File: src/rtl/systolic_sequencer.sv
// systolic_sequencer: run controller for an N x N systolic array.
//
// Accepts a start command with inner-dimension length K, issues K operand
// buffer reads, generates the diagonal skew lane enables for the west/north
// array boundaries, holds select_accumulator high while the wavefront drains,
// then pulses done for one cycle.
//
// Optional feature (compile-time macro):
//   SYSTOLIC_SEQ_B2B_EN - accept a new start in the DONE cycle, so back-to-back
//                         runs keep busy_o high with no idle gap.
//
// Parameters:
//   N        array dimension (>= 2), must match the array instance
//   K_WIDTH  width of the K length and the operand read address
//
// Ports:
//   clk_i                 clock, rising edge
//   rst_i                 asynchronous active-high reset
//   start_i               start request
//   k_len_i               inner-dimension length, sampled on an accepted start
//   abort_i               synchronous abort of the current run
//   busy_o                run in progress
//   done_o                one-cycle completion pulse
//   rd_en_o               operand buffer read enable (data returns 1 cycle later)
//   rd_addr_o             operand buffer read address
//   row_en_o              west lane enables, bit i = array row i
//   col_en_o              north lane enables, bit i = array column i
//   inputs_valid_o        array top-left inputs-valid
//   select_accumulator_o  broadcast select-accumulator for every PE
module systolic_sequencer #(
  parameter int unsigned N       = 2,
  parameter int unsigned K_WIDTH = 8
) (
  input  logic               clk_i,
  input  logic               rst_i,
  input  logic               start_i,
  input  logic [K_WIDTH-1:0] k_len_i,
  input  logic               abort_i,
  output logic               busy_o,
  output logic               done_o,
  output logic               rd_en_o,
  output logic [K_WIDTH-1:0] rd_addr_o,
  output logic [N-1:0]       row_en_o,
  output logic [N-1:0]       col_en_o,
  output logic               inputs_valid_o,
  output logic               select_accumulator_o
);

  // Phase counter covers both SKEW (N cycles) and DRAIN (2N-1 cycles).
  localparam int unsigned PhW = $clog2(2 * N);
  localparam logic [PhW-1:0]     PhOne     = PhW'(1);
  localparam logic [PhW-1:0]     SkewLast  = PhW'(N - 1);
  localparam logic [PhW-1:0]     DrainLast = PhW'(2 * N - 2);
  localparam logic [K_WIDTH-1:0] KOne      = K_WIDTH'(1);

  typedef enum logic [2:0] {
    StIdle,
    StFeed,
    StSkew,
    StDrain,
    StDone
  } state_e;

  state_e             state_q, state_d;
  logic [K_WIDTH-1:0] k_q, k_d;
  logic [K_WIDTH-1:0] addr_q, addr_d;
  logic [PhW-1:0]     ph_q, ph_d;
  logic [N-1:0]       chain_q, chain_d;
  logic               accept;

  assign accept = start_i && (k_len_i != '0);

  always_comb begin
    state_d = state_q;
    k_d     = k_q;
    addr_d  = addr_q;
    ph_d    = ph_q;
    // Stage 0 captures rd_en, so the first lane opens when read data arrives.
    chain_d = (chain_q << 1) | N'(rd_en_o);

    unique case (state_q)
      StIdle: begin
        if (accept) begin
          state_d = StFeed;
          k_d     = k_len_i;
          addr_d  = '0;
        end
      end
      StFeed: begin
        // Compare against K-1 so K = 2^K_WIDTH-1 never wraps the address.
        if (addr_q == k_q - KOne) begin
          state_d = StSkew;
          addr_d  = '0;
          ph_d    = '0;
        end else begin
          addr_d = addr_q + KOne;
        end
      end
      StSkew: begin
        if (ph_q == SkewLast) begin
          state_d = StDrain;
          ph_d    = '0;
        end else begin
          ph_d = ph_q + PhOne;
        end
      end
      StDrain: begin
        if (ph_q == DrainLast) begin
          state_d = StDone;
          ph_d    = '0;
        end else begin
          ph_d = ph_q + PhOne;
        end
      end
      StDone: begin
        state_d = StIdle;
`ifdef SYSTOLIC_SEQ_B2B_EN
        if (accept) begin
          state_d = StFeed;
          k_d     = k_len_i;
          addr_d  = '0;
        end
`endif
      end
      default: state_d = StIdle;
    endcase

    // Abort wins over everything, including a simultaneous start.
    if (abort_i && (state_q != StIdle)) begin
      state_d = StIdle;
      addr_d  = '0;
      ph_d    = '0;
      chain_d = '0;
    end
  end

  always_ff @(posedge clk_i or posedge rst_i) begin
    if (rst_i) begin
      state_q <= StIdle;
      k_q     <= '0;
      addr_q  <= '0;
      ph_q    <= '0;
      chain_q <= '0;
    end else begin
      state_q <= state_d;
      k_q     <= k_d;
      addr_q  <= addr_d;
      ph_q    <= ph_d;
      chain_q <= chain_d;
    end
  end

  // Outputs decode directly from flops, so reset clears them without a clock.
  assign busy_o               = (state_q != StIdle);
  assign done_o               = (state_q == StDone);
  assign rd_en_o              = (state_q == StFeed);
  assign rd_addr_o            = addr_q;
  assign row_en_o             = chain_q;
  assign col_en_o             = chain_q;
  assign inputs_valid_o       = chain_q[0];
  assign select_accumulator_o = (state_q == StDrain);

endmodule

File: config.mk
export PLATFORM = sky130hd
export DESIGN_NAME = systolic_sequencer
export DESIGN_NICKNAME = d
export VERILOG_FILES = /design/src/rtl/systolic_sequencer.sv
export SDC_FILE = /design/constraint.sdc
export NUM_CORES = 1
export LEC_CHECK = 0
export BUFFER_PORTS_ARGS = -buffer_cell sky130_fd_sc_hd__buf_2
export CAP_MARGIN = 25
export CORE_UTILIZATION = 25
export DETAILED_ROUTE_END_ITERATION = 6
export GPL_ROUTABILITY_DRIVEN = 0
export PLACE_DENSITY = 0.41
export SYNTH_ARGS = -nofsm -noshare
export SYNTH_HDL_FRONTEND = slang
export SYNTH_SLANG_ARGS = --single-unit
File: constraint.sdc
create_clock -name clk_i -period 5.05 [get_ports clk_i]
set_input_delay 0.2525 -clock clk_i [delete_from_list [all_inputs] [get_ports clk_i]]
set_output_delay 0.2525 -clock clk_i [all_outputs]
set_load 0.05 [all_outputs]
# Word-level counts from Yosys, hierarchy flattened
# Cells that the tools add are included.
[totals] regBits=23 latchBits=0 mem_bits_rw=0 rom_bits=0 output_inout_bits=17 wordCells=47 memories=0
[op_classes] n_addsub=3 multipliers=0 n_div=0 order_cmp=0 n_eq_ne=11 shifts=0 n_mux=16 bitwise=1 reduce_logical=11
[op_table] cell="$mux 8" n=3
[op_table] cell="$pmux 8 s2" n=1
[op_table] cell="$mux 3" n=5
[op_table] cell="$pmux 3 s4" n=1
[op_table] cell="$mux 2" n=5
[op_table] cell="$add 8x1->8 const B" n=1
[op_table] cell="$eq 8x8->1" n=1
[op_table] cell="$reduce_bool 8->1" n=1
[op_table] cell="$sub 8x1->8 const B" n=1
[op_table] cell="$eq 3x2->1 const B" n=2
[op_table] cell="$ne 3x1->1 const B" n=2
[op_table] cell="$ne 3x3->1 const B" n=2
[op_table] cell="$pmux 2 s3" n=1
[op_table] cell="$reduce_and 2->1" n=3
[op_table] cell="$reduce_bool 3->1" n=2
[op_table] cell="$reduce_and 4->1" n=1
[op_table] cell="$reduce_bool 4->1" n=1
[op_table] cell="$eq 3x1->1 const B" n=1
[op_table] cell="$eq 3x3->1 const B" n=1
[op_table] cell="$logic_not 3->1" n=1
[op_table] cell="$add 2x1->2 const B" n=1
[op_table] cell="$eq 2x1->1 const B" n=1
[op_table] cell="$eq 2x2->1 const B" n=1
[op_table] cell="$logic_and 1x1->1" n=2
[op_table] cell="$or 2x1->2" n=1

# Depth between registers and ports, before layout
# Gate-level depths: netlist of run 1.
[depth] word_depth=5 mapped_depth=11

# Worst setup path after synthesis of run 1
# No wires, ideal clock.
[synth_timing] kind="register -> register" start="register k_q[0]" end="register ph_q[0]" arrival_time_ps=2077 required_ps=4924 slack_ps=2847 stages_incl_launch_ff=11 path_buffers=2 period_less_slack_ps=2203 cell_sequence="dfrtp_1 -> inv_1 -> ha_1 -> clkbuf_2 -> o21bai_1 -> a211o_2 -> a21oi_1 -> nor2_1 -> o21a_1 -> buf_6 -> o32a_1"
[synth_between] elab_chain_len=4
[synth_lines] element="start: declaration" line="65" rtl="logic [K_WIDTH-1:0] k_q, k_d;"
[synth_lines] element="start signal: assignment" line="146" rtl="k_q <= k_d;"
[synth_lines] element="$sub 8x1->8" line="91" rtl="if (addr_q == k_q - KOne) begin"
[synth_lines] element="$eq 8x8->1" line="91"
[synth_lines] element="$ne 3x1->1 (no source line)"
[synth_lines] element="$reduce_and 2->1 (no source line)"
[synth_lines] element="end signal: assignment" line="148" rtl="ph_q <= ph_d;"
[synth_lines] element="end: declaration" line="67" rtl="logic [PhW-1:0] ph_q, ph_d;"
# No other way between the ends.
# A chain may end at the register's enable or synchronous reset.

# Worst setup path in the final report of run 1
[layout_timing] start="register k_q[0]" end="register addr_q[4], in the netlist rd_addr_o[4]"
[layout_between] elab_chain_len=5
[layout_lines] element="$sub 8x1->8" line="91"
[layout_lines] element="$eq 8x8->1" line="91"
[layout_lines] element="$mux 8" line="91"
[layout_lines] element="$pmux 8 s2" line="81" rtl="unique case (state_q)"
[layout_lines] element="$mux 8" line="129" rtl="if (abort_i && (state_q != StIdle)) begin"
[layout_lines] element="end signal: assignment" line="147" rtl="addr_q <= addr_d;"
[layout_lines] element="end: declaration" line="66" rtl="logic [K_WIDTH-1:0] addr_q, addr_d;"
# No other way between the ends.

==> results of run 1 <==
## final timing paths
path,startpoint,to,slack [ps],depth (start not counted)
hold reg to reg,col_en_o[0],col_en_o[1],550,1
min in group clk_i,k_len_i[3],k_q[3],230,2
hold / removal,rst_i,k_q[4],180,2
setup reg to reg,k_q[0],rd_addr_o[4],2660,9
setup / recovery,k_q[0],rd_addr_o[4],2660,9
max in group asynchronous,rst_i,rd_addr_o[5],4310,2
## per-stage QoR
| step | hold WS (ps) | util [%] |
|---|---|---|
| floorplan | 254 | - |
| CTS | 197 | 30.9 |
| finish | 180 | 30.9 |
| global route | 223 | 30.9 |
| global placement | 487 | 30.1 |
| detailed placement | 497 | 30.1 |
## cells by family (layout without fill, tap and decap cells)
| kind of cell | count (synthesis) | count (layout) |
|---|---|---|
| buf+inv | 18 | 42 |
| simple gates | 50 | 50 |
| fa+ha+maj | 2 | 2 |
| flops | 23 | 23 |
| mux | 9 | 9 |
| compound gates | 35 | 35 |
| xor+xnor | 13 | 13 |
## power breakdown
group	leakage [nW]	switching [mW]	internal, mW
registers	0.298	0.0474	0.211
logic	0.392	0.119	0.0829
clock network	0.0255	0.0609	0.0550
## state kept, by name, summed over array words and instances, names as in the netlist
| signal | flops |
|---|---|
| k_q | 8 |
| rd_addr_o | 8 |
| state_q | 3 |
| col_en_o | 2 |
| ph_q | 2 |
## routing by layer
layer	track usage, %	vias up	part of all wire, %
li1	-	582	-
met1	16.5	571	49
met2	20.2	37	45
met3	2.02	4	4.2
met4	5.28	0	1.7
met5	0	-	0
## cells in the final DEF (no fill, tap or decap), types with 2 or more instances in the layout
cell / n
a22o_2: 2
nor2b_1: 3
a21oi_1: 6
a211oi_1: 2
o21ai_0: 5
nand4_1: 3
nand3_1: 6
nor4_1: 3
inv_1: 10
or2_2: 2
nand2_1: 12
nor2_1: 12
a31oi_1: 2
xnor2_1: 10
o21a_1: 2
nor3_1: 6
clkbuf_8: 3
a21o_2: 2
ha_1: 2
o311ai_0: 2
buf_2: 28
mux2_2: 8
dfrtp_1: 23
xor2_1: 3
## area by class of cell
cell class                 instances  area [µm²]  share of cell area [%]
clock buffer                       3        41.3                    2.53
inverter                          10        37.5                    2.30
sequential                        23         576                    35.3
timing repair buffer              28         140                    8.60
tap                               70        87.6                    5.37
multi-input combinational        109         743                    45.6
clock inverter                     1        5.00                   0.307
## critical path, delay by kind of cell, from the launching register on
kind	cells	cell delay [ps]
AO/OA/AOI/OAI	6	1410
adder cells (fa/ha/maj)	1	290
buffers and inverters	1	60
flip-flops	1	440
AND/OR/NAND/NOR	1	90
==> reports/qor.yml, run 1 <==
synth-edff-count: 0
fin_worst_skew_ps: 5.59
tightest_slew_ps: 920
grt_max_degree: 24
synth-simple-area-share_pct: 18.0
clkLatencyLatePin_ps: 260
core_area_um2: 5270
antenna_found_initial: 0
cp.required_ps: 5210
min_period_ps: 2390
cellPowerDensity_nw_per_um2: 354
crit_fanout: 11
layout-drive-gt1-share_pct: 27.6
synth.area.mux_share_pct: 7.11
final_antenna_net_count: 0
fin_setup_tns_ps: 0
clockBufferDepth: 2
layout_setup_ws_ps: 2660
synthTopCellsByArea: "dfrtp_1 (41%), mux2_2 (6.4%), xnor2_1 (6.2%)"
grtUsageTotal_pct: 12.5
post_cts_buffers: 0
cp_slowest_cell: "dfrtp_1"
pin_count: 29
maxSlewViolCount: 0
ctsHoldBuffers: 0
num_antenna_cells: 0
final_nets: 189
die_width_um: 77.0
io_buffers: 28
synth-adder-area-share_pct: 1.78
synthArstFlopShare_pct: 100
grt_pass1_wl_mm: 5.79
rsz0062_at_grt: "false"
ys_types: 43
cts-resized-gates: 0
syn_area_um2: 1410
fmax_mhz: 419
p_leak_nw: 0.715
yosysTopAreaCell: "dfrtp_1"
synth_top_family_by_area: "simple AND/OR/NAND/NOR gates"
finalNonFillerCells: 244
die-area_um2: 5930
fillers: 585
setup_viol: 0
area_growth_pct: 15.8
hold_violations: 0
synth_compound_area_share_pct: 17.9
via_per_inst: 4.89
max-cap-violations: 0
placed_cell_area_um2: 1580
post-route-period-util_pct: 47.3
finalInstanceArea_um2: 1630
wl_per_cell_um: 13.9
synthXorXnorAreaFrac_pct: 8.09
hpwl_mm: 2.50
synth_commonest_cells: "dfrtp_1 (23), nand2_1 (12), nor2_1 (12), inv_1 (10), xnor2_1 (10)"
drc: 0
die_h_um: 77.0
path_cells: "inv_1 -> ha_1 -> o21bai_1 -> a211o_2 -> a21oi_1 -> nor2_1 -> o21a_1 -> a21o_2 -> a22o_2"
detail_route.wirelength_mm: 3.40
ys.flop_type: "dfrtp_1"
yosysWarnings: 0
rows: 26
cts_buffers: 3
synth-seq-area-share_pct: 40.9
total_power_mw: 0.577
clock-sinks: 23
placed_cells: 240
drt_pass1_iterations: 4
min_path_type: "in -> async"
critical_path_class: "reg -> reg"
num_vias: 1194
slew-limit-headroom_pct: 38.6
avgSynthCellArea_um2: 9.38
synth_top_area_share_pct: 40.9
htree_levels: 1
initial_utilization_pct: 26.7
grt_pass1_vias: 1126
cts_root_buffer: "clkbuf_8"
drtIter0Drc: 39
cp.arrival_ps: 2550
ir_worst_vdd_mv: 0.0981
synth_seq_cells: 23
clk_pin_slew_worst_paths_ps: 90
cp-end-kind: "flop"
synth.most_common_cell: "dfrtp_1"
outcome: "finished clean"
grt.overflow.total: 0
syn_inst: 150
slowest_delay_ps: 440
startpoint_type: "flop"
pre_cts_slack_ps: 2630
synth.net_count: 164
tritoncts: "yes"
Power figures use the tool's default switching activity.
==> run 2: changes to the inputs <==
--- a/config.mk
+++ b/config.mk
@@ -10,7 +10,7 @@
 export CORE_UTILIZATION = 25
 export DETAILED_ROUTE_END_ITERATION = 6
 export GPL_ROUTABILITY_DRIVEN = 0
-export PLACE_DENSITY = 0.41
+export PLACE_DENSITY = 0.42
 export SYNTH_ARGS = -nofsm -noshare
 export SYNTH_HDL_FRONTEND = slang
 export SYNTH_SLANG_ARGS = --single-unit
==> constraint.sdc (replaced) <==
create_clock -name clk_i -period 2.05 [get_ports clk_i]
set_input_delay 0.1025 -clock clk_i [delete_from_list [all_inputs] [get_ports clk_i]]
set_output_delay 0.1025 -clock clk_i [all_outputs]
set_load 0.05 [all_outputs]
==> run 2 against run 1 <==
  * Sequential power is 130% higher
  * Combinational power grew to 3.7 times the previous value
  * Sequential cell count stayed put
  * The run now ends with negative setup slack left
  * Die area stayed put
  * Critical path type unchanged
  * Utilization is 5.6 points higher
  * Fmax is 16% higher
  * Clock power grew to 2.5 times the previous value
  * Hold slack worse by 100 ps
  * First-iteration DRC count is 110% higher
  * Critical path depth stayed put
  * Setup slack worse by 2700 ps
==> reports/qor.yml, run 2 (synthesis results as in run 1) <==
drt_pass1_iterations: 4  # unchanged
clock-sinks: 23  # unchanged
fin_setup_tns_ps: -20.0  # -20.0 ps
maxSlewViolCount: 0  # unchanged
layout_setup_ws_ps: -11.4  # -2670 ps
grtUsageTotal_pct: 13.5  # +0.95 points
detail_route.wirelength_mm: 3.85  # +13%
placed_cell_area_um2: 1780  # +12%
die_width_um: 77.0  # unchanged
via_per_inst: 4.81  # -1.8%
finalInstanceArea_um2: 1930  # +18%
dr_wl_met3_um: 136  # -4.2%
placed_cells: 265  # +10%
wl_per_cell_um: 14.0  # +0.46%
drtIter0Drc: 80  # +110%
post-route-period-util_pct: 101  # +53 points
min_path_type: "in -> reg"
clk_pin_slew_worst_paths_ps: 90  # about the same
top_layer: "met4"
crit_fanout: 6  # -5
hold_violations: 0  # unchanged
final_antenna_net_count: 0  # unchanged
pre_cts_slack_ps: -81.3  # -2710 ps
cp.arrival_ps: 2220  # -330 ps
setup_viol: 2  # +2
drc: 0  # unchanged
io_buffers: 28  # unchanged
initial_utilization_pct: 26.7  # unchanged
cp.required_ps: 2210  # -3000 ps
clockBufferDepth: 2  # unchanged
die_h_um: 77.0  # unchanged
violations: "negative setup slack"
num_vias: 1322  # +11%
startpoint_type: "flop"
outcome: "complete, but fails checks"
p_leak_nw: 0.879  # +23%
layout-drive-gt1-share_pct: 43.4  # +16 points
tightest_slew_ps: 512  # -408 ps
hpwl_mm: 2.98  # +19%
cellPowerDensity_nw_per_um2: 854  # +140%
num_antenna_cells: 0  # unchanged
max-cap-violations: 0  # unchanged
grt_pass1_wl_mm: 6.42  # +11%
finalNonFillerCells: 275  # +13%
htree_levels: 1  # unchanged
final_nets: 220  # +16%
grt.overflow.total: 0  # unchanged
antenna_found_initial: 0  # unchanged
tritoncts: "yes"
fin_worst_skew_ps: 1.90  # -3.69 ps
cts_root_buffer: "clkbuf_8"
cts_buffers: 3  # unchanged
grt_max_degree: 24  # unchanged
fmax_mhz: 485  # +16%
min_period_ps: 2060  # -327 ps
layout_commonest_cell: "buf_4"
wl_met2_mm: 1.92  # +24%
rows: 26  # unchanged
fillers: 565  # -3.4%
layout_common_cells: "buf_4 (30), buf_2 (28), dfrtp_1 (23)"
critical_path_class: "reg -> reg"
area_growth_pct: 36.9
rsz0062_at_grt: "true"
pin_count: 29  # unchanged
core_area_um2: 5270  # unchanged
slew-limit-headroom_pct: 65.6  # +27 points
whs_ps: 77.7  # -102 ps
die-area_um2: 5930  # unchanged
ir_worst_vdd_mv: 0.275  # +180%
cp-end-kind: "flop"
met1_length_mm: 1.76  # +6.7%
grt_pass1_vias: 1348  # +20%
clkLatencyLatePin_ps: 260  # about the same
==> run 2: cell count changes in the layout (fill, tap and decap cells not counted), sizes merged <==
cell         before  now
buf              28   58
dlygate4sd3       0    1
==> run 2: routing by layer <==
| layer | global-route usage, % | vias to the layer above |
|---|---|---|
| li1 | - | 642 |
| met1 | 17.4 | 640 |
| met2 | 23.0 | 36 |
| met3 | 2.14 | 4 |
| met4 | 3.96 | 0 |
| met5 | 0 | - |
==> run 2: power by group <==
group / leakage, nW / switching [mW] / internal, mW
Sequential: 0.298 / 0.0774 / 0.520
Combinational: 0.556 / 0.401 / 0.355
Clock: 0.0255 / 0.155 / 0.136
Total: 0.879 / 0.634 / 1.01
==> run 2: timing repair <==
item	CTS	global route
hold buffers	1	0
endpoints found under the hold margin	23	0
setup endpoints to repair	9	9
buffers inserted	4	1
pin swaps	4	3
gates resized for setup	6	7
==> run 2: critical path, stage by stage, from the launching register on <==
cell and delay (ps):
dfrtp_1 420, inv_2 60, ha_4 170, o21bai_4 160, a211o_2 290, a21oi_2 130, nor2_2 60, o21a_2 250
a21o_2 210, a22o_2 200
==> run 2: cell type report <==
cell class                 count  area, µm²  share of cell area (%)
inverter                      10       37.5                    1.95
clock buffer                   3       41.3                    2.14
sequential                    23        576                    29.9
multi-input combinational    109        805                    41.8
tap                           70       87.6                    4.55
timing repair buffer          59        375                    19.5
clock inverter                 1       5.00                   0.260
==> run 2: worst paths after layout <==
kind	from	end	slack [ps]	cells past startpoint
worst max-delay path	k_q[1]	rd_addr_o[4]	-10	9
worst min-delay path	abort_i	state_q[1]	80	2
worst max register to register	k_q[1]	rd_addr_o[4]	-10	9
worst min register to register	col_en_o[0]	col_en_o[1]	530	1
max in group asynchronous	rst_i	rd_addr_o[2]	1390	4
min in group asynchronous	rst_i	k_q[6]	420	4
==> run 2: stage by stage <==
step | power [mW] | util (%)
finish | 1.65 | 36.6
global route | 1.74 | 36.6
CTS | 1.62 | 35.8
detailed placement | 1.27 | 33.7
global placement | 1.25 | 33.7
floorplan | 1.05 | -
